<file path="src/rtl/pdes_pkg.sv">
// Shared PHOLD definitions: timestamp width, the saturated timestamp value and
// the GVT tracker state encoding seen by the personality control FSM.
package pdes_pkg;

    localparam int TIME_W_DEF = 14;
    localparam logic [TIME_W_DEF-1:0] TIME_MAX = {TIME_W_DEF{1'b1}};

    typedef enum logic [1:0] {
        GVT_IDLE   = 2'd0,
        GVT_SCAN   = 2'd1,
        GVT_UPDATE = 2'd2,
        GVT_DONE   = 2'd3
    } gvt_state_e;

endpackage

</file>
<file path="src/rtl/gvt_tracker.sv">
// Global virtual time tracker: serially scans busy cores plus the queue head,
// publishes a monotonic GVT and pulses rtn_vld once GVT reaches end_time.
module gvt_tracker
    import pdes_pkg::*;
#(
    parameter int NUM_CORES = 4,
    parameter int TIME_W    = TIME_W_DEF
) (
    input  logic                        clk,
    input  logic                        rst_n,
    input  logic [TIME_W-1:0]           end_time,
    input  logic [NUM_CORES-1:0]        core_vld,
    input  logic [NUM_CORES*TIME_W-1:0] core_time,
    input  logic                        q_empty,
    input  logic [TIME_W-1:0]           q_min_time,
    output logic [TIME_W-1:0]           gvt,
    output logic                        gvt_upd,
    output logic                        rtn_vld,
    output logic                        err_regress
);

    localparam int IDX_W = (NUM_CORES > 1) ? $clog2(NUM_CORES) : 1;
    localparam logic [IDX_W-1:0]  LAST_IDX = IDX_W'(NUM_CORES - 1);
    localparam logic [TIME_W-1:0] T_MAX    = {TIME_W{1'b1}};

    gvt_state_e        state_q, state_d;
    logic [IDX_W-1:0]  idx_q, idx_d;
    logic [TIME_W-1:0] run_min_q, run_min_d;
    logic [TIME_W-1:0] gvt_q, gvt_d;
    logic              gvt_upd_q, gvt_upd_d;
    logic              rtn_vld_q, rtn_vld_d;
    logic              err_q, err_d;

    logic [TIME_W-1:0] seed;
    logic [TIME_W-1:0] cand;
    logic [TIME_W-1:0] core_sel_time;

    // NOTE: every signal driven here gets a default first, so no path leaves
    // a value unassigned and no latch is inferred.
    always_comb begin
        state_d       = state_q;
        idx_d         = idx_q;
        run_min_d     = run_min_q;
        gvt_d         = gvt_q;
        gvt_upd_d     = 1'b0;
        rtn_vld_d     = 1'b0;
        err_d         = err_q;
        seed          = q_empty ? T_MAX : q_min_time;
        cand          = (run_min_q < end_time) ? run_min_q : end_time;
        core_sel_time = core_time[int'(idx_q)*TIME_W +: TIME_W];

        unique case (state_q)
            GVT_IDLE: begin
                run_min_d = seed;
                idx_d     = '0;
                state_d   = GVT_SCAN;
            end
            GVT_SCAN: begin
                if (core_vld[idx_q] && (core_sel_time < run_min_q)) begin
                    run_min_d = core_sel_time;
                end
                if (idx_q == LAST_IDX) begin
                    state_d = GVT_UPDATE;
                end else begin
                    idx_d = idx_q + 1'b1;
                end
            end
            GVT_UPDATE: begin
                if (cand > gvt_q) begin
                    gvt_d     = cand;
                    gvt_upd_d = 1'b1;
                end else if (cand < gvt_q) begin
                    err_d = 1'b1;
                end
                // The queue head is re-sampled here, so the next round's seed
                // is taken in the same cycle as this round's decision.
                if (cand >= end_time) begin
                    state_d   = GVT_DONE;
                    rtn_vld_d = 1'b1;
                end else begin
                    run_min_d = seed;
                    idx_d     = '0;
                    state_d   = GVT_SCAN;
                end
            end
            GVT_DONE: begin
                state_d = GVT_DONE;
            end
            default: begin
                state_d = GVT_IDLE;
            end
        endcase
    end

    // NOTE: state registers use non-blocking assignments so every flop samples
    // the pre-edge values regardless of statement order.
    always_ff @(posedge clk) begin
        if (!rst_n) begin
            state_q   <= GVT_IDLE;
            idx_q     <= '0;
            run_min_q <= T_MAX;
            gvt_q     <= '0;
            gvt_upd_q <= 1'b0;
            rtn_vld_q <= 1'b0;
            err_q     <= 1'b0;
        end else begin
            state_q   <= state_d;
            idx_q     <= idx_d;
            run_min_q <= run_min_d;
            gvt_q     <= gvt_d;
            gvt_upd_q <= gvt_upd_d;
            rtn_vld_q <= rtn_vld_d;
            err_q     <= err_d;
        end
    end

    assign gvt         = gvt_q;
    assign gvt_upd     = gvt_upd_q;
    assign rtn_vld     = rtn_vld_q;
    assign err_regress = err_q;

endmodule

</file>
<file path="config.mk">
export PLATFORM = sky130hd
export DESIGN_NAME = gvt_tracker
export DESIGN_NICKNAME = d
export VERILOG_FILES = /design/src/rtl/pdes_pkg.sv /design/src/rtl/gvt_tracker.sv
export SDC_FILE = /design/constraint.sdc
export NUM_CORES = 1
export LEC_CHECK = 0
export BUFFER_PORTS_ARGS = -buffer_cell sky130_fd_sc_hd__buf_2
export CORE_MARGIN = 1.5
export CORE_UTILIZATION = 30
export CTS_CLUSTER_DIAMETER = 30
export CTS_CLUSTER_SIZE = 20
export DETAILED_ROUTE_END_ITERATION = 10
export PLACE_DENSITY_LB_ADDON = 0.1
export REMOVE_ABC_BUFFERS = 1
export SYNTH_ARGS = -nofsm -noshare
export SYNTH_HDL_FRONTEND = slang
export SYNTH_SLANG_ARGS = --single-unit
</file>
<file path="constraint.sdc">
create_clock -name clk -period 5 [get_ports clk]
set_clock_uncertainty 0.2 [all_clocks]
set_input_delay 0.5 -clock clk [delete_from_list [all_inputs] [get_ports clk]]
set_output_delay 0.5 -clock clk [all_outputs]
set_load 0.02 [all_outputs]
</file>
==> qor.yml, run 1 <==
status: "completed"
fin_crit_ps: 4250
via_per_inst: 5.06
gp_congestion: 0.834
yosys_warnings: 0
clk_latency_ps: 280
cp-start-kind: "flop"
holdBufCountCts: 0
synth_top_area_share_pct: 19.3
clk_pin_slew_worst_paths_ps: 60
worst_hold_slack_ps: 358
swShare_pct: 36.6
track_usage_pct: 16.9
avgSynthCellArea_um2: 8.16
holdCritPathClass: "reg -> reg"
relSlewSlack_pct: 21.0
antenna_found_initial: 1
fin_cells: 688
synth-seq-cells: 35
die_w_um: 113
pwr-share-seq_pct: 27.4
crit_fanout: 28
switchingPower_uw: 435
syn_to_final_growth_pct: 23.2
cts_root_buf: "clkbuf_16"
syn-cell-area_um2: 3620
grt-ovfl-total: 0
initial_utilization_pct: 31.2
slowest_delay_ps: 460
tightest_slew_ps: 1180
power_density_nw_per_um2: 266
wire_per_inst_um: 15.2
max-cap-violations: 0
htreeDepth: 2
clockBufferDepth: 2
firstDrtPassIters: 4
cts_resized: 0
critPathArrivalTime_ps: 4220
num_rows: 39
drv_slew: 0
power_mw: 1.19
critPathTopFamily: "simple AND/OR/NAND/NOR gates"
port-buffer-count: 107
cts_buffers: 5
synth_ff_type: "dfxtp_1"
grt_pass1_wl_mm: 17.2
cp_data_required_time_ps: 4980
cp-end-kind: "flop"
grt_start_max_net_pins: 35
placed_cells: 679
irDropWorstVdd_uv: 143
ioPinCount: 108
filler_cell_count: 1223
finalSetupTns_ps: 0
synth_cell_type_count: 45
p_int_uw: 754
ant_nets: 0
drive_above_1_share_pct: 30.9
synth_commonest_cells: "62 x nand2_1, 55 x ha_1, 47 x inv_1"
synth_edf_count: 0
fp.dieH_um: 113
combPwrFrac_pct: 41.6
synth_area_leaders: "dfxtp_1 19%, ha_1 19%, mux4_2 8.7%, nand2_1 6.4%, inv_1 4.9%"
crit_slowest_cell: "dfxtp_1"
drc: 0
synthArstFlopShare_pct: 0
wl_mm: 10.5
fin_crit_sh_pct: 84.9
dp_hpwl_mm: 8.42
core-area_um2: 11600
vias: 3478
ys_seq_area_share_pct: 19.3
fin_nets: 689
drt_iter0_drc: 160
post_cts_buffers: 0
dieArea_um2: 12700
grt_setup_unrepaired: "false"
finalSetupViolCount: 0
leakagePower_nw: 2.16
reg2reg_slack_ps: 750
grt_pass1_vias: 3399
cts_tree: "done"
hold_viol: 0
path_buf_inv: 2
critPathKind: "reg -> reg"
max_clock_freq_ghz: 0.236
clock-sinks: 35
synthMostInstantiatedCell: "nand2_1"
p_clk_share_pct: 31.0
path_cells: "ha_1 -> and3_1 -> a221oi_1 -> a21oi_1 -> nor2_1 -> buf_4 -> mux2_1 -> nand2_1 -> ha_1 -> a21oi_1 -> a211oi_1 -> nor3_1 -> a211oi_1 -> or3_1 -> buf_12 -> a211o_1"
yosys.area.top_type: "dfxtp_1"
synthCells: 444
path summary, 6_finish.rpt:
| path | start | to | cells after the start |
|---|---|---|---|
| max | run_min_q[4] | run_min_q[0] | 16 |
| min | run_min_q[11] | run_min_q[11] | 2 |
| max reg2reg | run_min_q[4] | run_min_q[0] | 16 |
| min reg2reg | run_min_q[11] | run_min_q[11] | 2 |
stage by stage:
stage          util [%]  worst slack [ps]  area, um2
2_1_floorplan         -               275       3500
6_report           38.4               754       4460
3_3_place_gp       37.0               573       4290
3_5_place_dp       37.0               493       4290
4_1_cts            38.4               722       4460
5_1_grt            38.4               438       4460
flip-flops by register name, indices dropped and copies added, names as in the netlist:
signal and count:
idx_q 2, state_q 2, gvt 14, err_regress 1
run_min_q 14, gvt_upd 1, rtn_vld 1
kinds of logic after synthesis:
family                     synth area share [%]
AOI/OAI and AO/OA                          24.6
adders and majority gates                  19.0
buffers and inverters                      8.36
DFF                                        19.3
muxes                                      13.6
and+or+nand+nor                            15.1
metal layers:
| layer | global-route usage (%) | share of wire [%] |
|---|---|---|
| met5 | 0 | 0 |
| met2 | 27.6 | 44 |
| met1 | 23.5 | 50 |
| met4 | 2.92 | 0.99 |
| met3 | 3.11 | 5.1 |
power by group through the flow:
stage          registers (mW)  logic, mW  clock network (mW)
6_report                0.325      0.494               0.369
5_1_grt                 0.330      0.568               0.387
4_1_cts                 0.325      0.500               0.379
3_5_place_dp            0.331      0.497                   0
3_3_place_gp            0.331      0.492                   0
2_1_floorplan           0.321      0.340                   0
worst reg2reg max path, stage by stage (launching register included):
cell	delay, ps
dfxtp_1	460
ha_1	280
and3_1	190
a221oi_1	250
a21oi_1	140
nor2_1	150
buf_4	210
mux2_1	360
nand2_1	100
ha_1	270
a21oi_1	170
a211oi_1	90
nor3_1	240
a211oi_1	130
or3_1	420
buf_12	190
a211o_1	290
cell type report:
| class | instances | area, um2 | area share [%] |
|---|---|---|---|
| repair buffers | 115 | 608 | 13.6 |
| flip-flops and latches | 35 | 701 | 15.7 |
| diodes | 1 | 2.50 | 0.0561 |
| clock inverters | 3 | 43.8 | 0.981 |
| multi-input cells | 339 | 2630 | 58.9 |
| well taps | 143 | 179 | 4.01 |
| inverters | 47 | 176 | 3.95 |
| clock buffers | 5 | 125 | 2.80 |
layout by cell type, fill, tap and decap left out, types with 2 or more instances in the layout:
cell	n
buf_2	107
nand2_1	62
ha_1	55
inv_1	47
nor2_1	36
dfxtp_1	35
a21oi_1	34
o21ai_0	20
a22oi_1	15
mux4_2	14
o211ai_2	13
a31oi_1	13
mux2_2	12
a21o_1	7
nand4_1	7
buf_4	7
nand3_1	5
clkbuf_16	5
a211oi_1	4
o21a_1	4
a211o_1	3
nor2b_1	3
nor3_1	3
and3_1	2
nand2b_1	2
mux2_1	2
nand3b_1	2
or3_1	2
mux2i_1	2
and2_1	2
No activity file was read; power rests on OpenSTA's default activity.
==> run 2: changes to the inputs <==
- ABC_AREA: unset -> 1
- clock period: 5 -> 3.6 ns (I/O delays scaled with it)
==> qor.yml, run 2 <==
relSlewSlack_pct: 50.2
firstDrtPassIters: 5
track_usage_pct: 16.3
htreeDepth: 2
status: "completed"
path_cells: "ha_1 -> a21boi_1 -> o21ai_1 -> o211ai_1 -> nand2_1 -> nand2_2 -> buf_12 -> nand2_1 -> o21ai_4 -> ha_1 -> nand2_1 -> o21bai_1 -> nand3_1 -> nand2_1 -> nand3_2 -> o21ai_4 -> buf_12 -> nand2_4 -> nand2_1 -> nand3_1"
layout_common_cells: "135 x nand2_1, 107 x buf_2, 71 x nor2_1, 63 x inv_1, 54 x ha_1"
cp-end-kind: "flop"
clk_pin_slew_worst_paths_ps: 60
yosys_warnings: 0
fin_crit_ps: 3330
synth_top_area_share_pct: 20.6
max-cap-violations: 0
cts_tree: "done"
die_w_um: 110
ys_seq_area_share_pct: 20.6
avgSynthCellArea_um2: 6.23
p_int_mw: 1.09
synth_cell_type_count: 27
switchingPower_uw: 626
grt_pass1_vias: 3430
drive_above_1_share_pct: 23.4
pwr-share-seq_pct: 25.4
critPathArrivalTime_ps: 3260
clock-sinks: 35
synthMostInstantiatedCell: "nand2_1"
drt_iter0_drc: 133
synth_area_leaders: "dfxtp_1 21%, ha_1 20%, nand2_1 15%, o21ai_0 8.4%, nor2_1 7.8%"
ant_nets: 0
tightest_slew_ps: 746
cp-startpoint: "run_min_q[1]"
drc: 0
dp_hpwl_mm: 7.87
slowest_delay_ps: 320
num_rows: 38
port-buffer-count: 107
combPwrFrac_pct: 44.9
synth-seq-cells: 35
fin_nets: 803
wl_mm: 9.60
ioPinCount: 108
cp_common_cell: "nand2_1"
clk_latency_ps: 280
synthArstFlopShare_pct: 0
critPathKind: "reg -> reg"
final_common_cell: "nand2_1"
dieArea_um2: 12000
leakagePower_nw: 2.51
fp.dieH_um: 110
p_clk_share_pct: 29.7
vias: 3678
grt_start_max_net_pins: 36
cp_data_required_time_ps: 3530
reg2reg_from: "run_min_q[1]"
initial_utilization_pct: 31.1
synth_edf_count: 0
grt-ovfl-total: 0
cts_buffers: 5
crit_slowest_cell: "dfxtp_1"
worst_hold_slack_ps: 250
swShare_pct: 36.5
crit_fanout: 14
holdCritPathClass: "in -> reg"
min-delay-start: "q_min_time[2]"
gp_congestion: 0.797
cts_root_buf: "clkbuf_16"
num_antenna_cells: 0
wire_per_inst_um: 12.0
irDropWorstVdd_uv: 158
hold_viol: 0
syn-cell-area_um2: 3410
via_per_inst: 4.61
drv_slew: 0
fin_ws_ps: 267
clockBufferDepth: 2
yosys.area.top_type: "dfxtp_1"
holdBufCountCts: 0
core-area_um2: 10900
synth_ff_type: "dfxtp_1"
pre_cts_slack_ps: -76.7
grt_pass1_wl_mm: 15.6
power_density_nw_per_um2: 384
synthCells: 547
cp-start-kind: "flop"
finalSetupViolCount: 0
synth_commonest_cells: "135 x nand2_1, 71 x nor2_1, 63 x inv_1"
antenna_found_initial: 0
grt_setup_unrepaired: "false"
fin_util_pct: 40.8
max_clock_freq_ghz: 0.300
fin_crit_sh_pct: 92.6
syn_to_final_growth_pct: 31.0
==> run 2: changes by cell type in the layout (fill, tap and decap cells not counted), moves of 10 or more <==
cell      previous run  this run
nand3_1              5        40
o21ai_0             20        48
o21ai_2              0        10
nand2_1             62       135
nor2_1              36        71
mux4_2              14         0
o22ai_1              0        14
mux2_2              12         0
a21oi_1             34        22
inv_1               47        63
a22oi_1             15         0
a31oi_1             13         0
o211ai_2            13         0
==> run 2: kinds of logic after synthesis <==
family,Yosys count,share of synthesized area (%)
AND/OR/NAND/NOR,260,31.0
AO/OA/AOI/OAI,111,17.8
buffers and inverters,86,10.4
adder cells (fa/ha/maj),55,20.2
flip-flops,35,20.6
==> run 2: power by group through the flow <==
stage | Sequential [mW] | Clock [mW] | Combinational (mW)
4_1_cts | 0.436 | 0.520 | 0.714
6_report | 0.435 | 0.510 | 0.770
3_3_place_gp | 0.444 | 0 | 0.694
5_1_grt | 0.440 | 0.538 | 0.900
3_5_place_dp | 0.444 | 0 | 0.709
2_1_floorplan | 0.444 | 0 | 0.454
==> run 2: worst paths after layout <==
kind / endpoint / slack (ps) / cells past startpoint
worst max-delay path: run_min_q[0] / 270 / 20
worst max register to register: run_min_q[0] / 270 / 20
worst min register to register: err_regress / 260 / 1
worst min-delay path: run_min_q[2] / 250 / 5
==> run 2: final cells by class <==
type	instances	area [um2]
inverter	63	236
multi-input combinational	427	2440
clock inverter	2	35.0
sequential	35	701
tap	140	175
fill	1230	6470
timing repair buffer	125	733
clock buffer	6	139
==> run 2: metrics by stage <==
stage	total power, mW	instance area (um2)	TNS [ps]	std cells
5_1_grt	1.88	4460	0	798
6_report	1.72	4460	0	798
4_1_cts	1.67	4320	0	795
3_5_place_dp	1.15	4140	-1030	787
3_3_place_gp	1.14	4140	0	787
2_1_floorplan	0.899	3290	0	524
==> run 2: timing repair <==
item,in CTS,in global routing
endpoints found under the setup margin,0,22
gates resized for setup,0,29
endpoints found under the hold margin,0,0
buffers inserted,0,1
==> run 2: metal layers <==
layer  global-route usage (%)  vias to the layer above  wire length (um)
li1                         -                     2028                 -
met1                     22.2                     1538              4730
met2                     27.1                      107              4280
met3                     2.67                        5               527
met4                     3.06                        0                61
met5                        0                        -                 0
==> run 2: worst max-delay path: cells and delay by family (launching register included) <==
kind | cells | cell delay, ps
and+or+nand+nor | 10 | 1000
AOI/OAI and AO/OA | 6 | 790
DFF | 1 | 320
buffers and inverters | 2 | 320
adders and majority gates | 2 | 550
==> run 3: changes to the inputs <==
- ABC_AREA: 1 -> unset
- PLACE_DENSITY_LB_ADDON: 0.1 -> unset
==> qor.yml, run 3 (same netlist as run 1, synthesis figures left out) <==
cts_root_buf: "clkbuf_16"
fin_util_pct: 48.8
die_w_um: 113
cp_data_required_time_ps: 3580
num_rows: 39
fin_crit_sh_pct: 107
grt_setup_unrepaired: "true"
cp-endpoint: "run_min_q[0]"
violations: "negative setup slack"
slowest_delay_ps: 410
cp-startpoint: "run_min_q[5]"
crit_slowest_cell: "or3_4"
tightest_slew_ps: 777
wl_mm: 12.1
grt_start_max_net_pins: 35
crit_fanout: 5
hold_viol: 0
grt-ovfl-total: 0
syn_to_final_growth_pct: 56.5
dpl_cell_area_um2: 4890
initial_utilization_pct: 31.2
holdCritPathClass: "in -> reg"
vias: 3962
clk_pin_slew_worst_paths_ps: 60
drive_above_1_share_pct: 50.8
cts_tree: "done"
rr_worst_depth: 17
finalSetupViolCount: 29
port-buffer-count: 107
final_area_um2: 5670
cp-end-kind: "flop"
htreeDepth: 2
dieArea_um2: 12700
cp-start-kind: "flop"
pre_cts_slack_ps: -713
drc: 0
reg2reg_from: "run_min_q[5]"
num_antenna_cells: 0
final_common_cell: "buf_2"
grt_pass1_vias: 4089
critPathArrivalTime_ps: 3810
ioPinCount: 108
drv_slew: 0
antenna_found_initial: 0
ant_nets: 0
max-cap-violations: 0
worst_hold_slack_ps: 263
fp.dieH_um: 113
critPathKind: "reg -> reg"
max_clock_freq_ghz: 0.261
core-area_um2: 11600
status: "complete, but fails checks"
cts_buffers: 5
gp_congestion: 0.891
dp_hpwl_mm: 9.12
wire_per_inst_um: 15.6
firstDrtPassIters: 4
drt_iter0_drc: 89
via_per_inst: 5.10
finalSetupTns_ps: -4430
irDropWorstVdd_uv: 197
track_usage_pct: 19.2
power_density_nw_per_um2: 354
holdBufCountCts: 0
fin_ws_ps: -235
clockBufferDepth: 2
grt_pass1_wl_mm: 19.6
relSlewSlack_pct: 48.2
leakagePower_nw: 2.69
clock-sinks: 35
timing.rr.end: "run_min_q[0]"
fin_nets: 781
fin_crit_ps: 3830
layout_common_cells: "108 x buf_2, 86 x buf_4, 50 x nand2_1, 47 x inv_1, 37 x ha_1"
path_cells: "ha_4 -> a21o_1 -> a221oi_2 -> a21oi_4 -> nor2_4 -> buf_6 -> mux2_4 -> nand2_4 -> ha_4 -> a21oi_2 -> a211oi_2 -> nor3_2 -> buf_4 -> a211oi_4 -> or3_4 -> buf_6 -> a211o_1"
reg2reg_slack_ps: -230
clk_latency_ps: 280
run 3: cell types whose count changed in the layout (fill, tap and decap cells not counted), moves of 13 or more:
cell,change
o21ai_0,-46
ha_4,+17
o22ai_1,-14
inv_1,-16
nand3_1,-35
buf_4,+74
ha_1,-17
o211ai_2,+13
a31oi_1,+13
mux4_2,+14
nand2_1,-85
nor2_1,-37
run 3: worst min path at each step:
| stage | from | to | depth (start not counted) | slack [ps] |
|---|---|---|---|---|
| after floorplan | rst_n | run_min_q[10] | 1 | 220 |
| after global placement | err_regress | err_regress | 2 | 340 |
| after detailed placement | err_regress | err_regress | 2 | 340 |
| after CTS | q_min_time[6] | run_min_q[6] | 5 | 270 |
| after global routing | q_min_time[5] | run_min_q[5] | 5 | 290 |
| final | q_min_time[9] | run_min_q[9] | 5 | 260 |
run 3: critical path, delay by kind of cell (launching register included):
| family | cells | cell delay [ps] |
|---|---|---|
| compound gates | 7 | 1150 |
| simple gates | 4 | 820 |
| buf+inv | 3 | 460 |
| fa+ha+maj | 2 | 410 |
| flops | 1 | 360 |
| mux | 1 | 320 |
run 3: metrics by stage:
| stage | cells | total power [mW] |
|---|---|---|
| finish | 777 | 2.01 |
| global route | 777 | 2.15 |
| CTS | 774 | 1.95 |
| detailed placement | 759 | 1.34 |
| global placement | 759 | 1.31 |
| floorplan | 421 | 0.917 |
run 3: power breakdown:
part	total (mW)	switching, mW	internal, mW	leakage (nW)
registers	0.426	0.0155	0.411	0.286
logic	1.16	0.557	0.606	2.35
clock network	0.420	0.171	0.249	0.0618
total	2.01	0.743	1.26	2.69
run 3: area by class of cell:
| class | instances | area, um2 |
|---|---|---|
| fillers | 1126 | 5940 |
| multi-input cells | 339 | 3120 |
| repair buffers | 207 | 1360 |
| flip-flops and latches | 35 | 704 |
| well taps | 143 | 179 |
| inverters | 47 | 176 |
| clock buffers | 5 | 125 |
| clock inverters | 1 | 7.51 |
run 3: what timing repair did:
item                                    in CTS  in global routing
gates resized for setup                     97                 20
cloned                                       2                  1
setup buffers                                7                  3
pin swaps                                   17                  8
endpoints found under the setup margin      33                 32
run 3: routing by layer:
layer  part of all wire (%)  wire length, um  GRT usage (%)
met5                      0                0              0
met4                    2.7              328           7.00
met3                    5.2              633           3.32
met2                     48             5790           33.0
met1                     44             5380           24.3
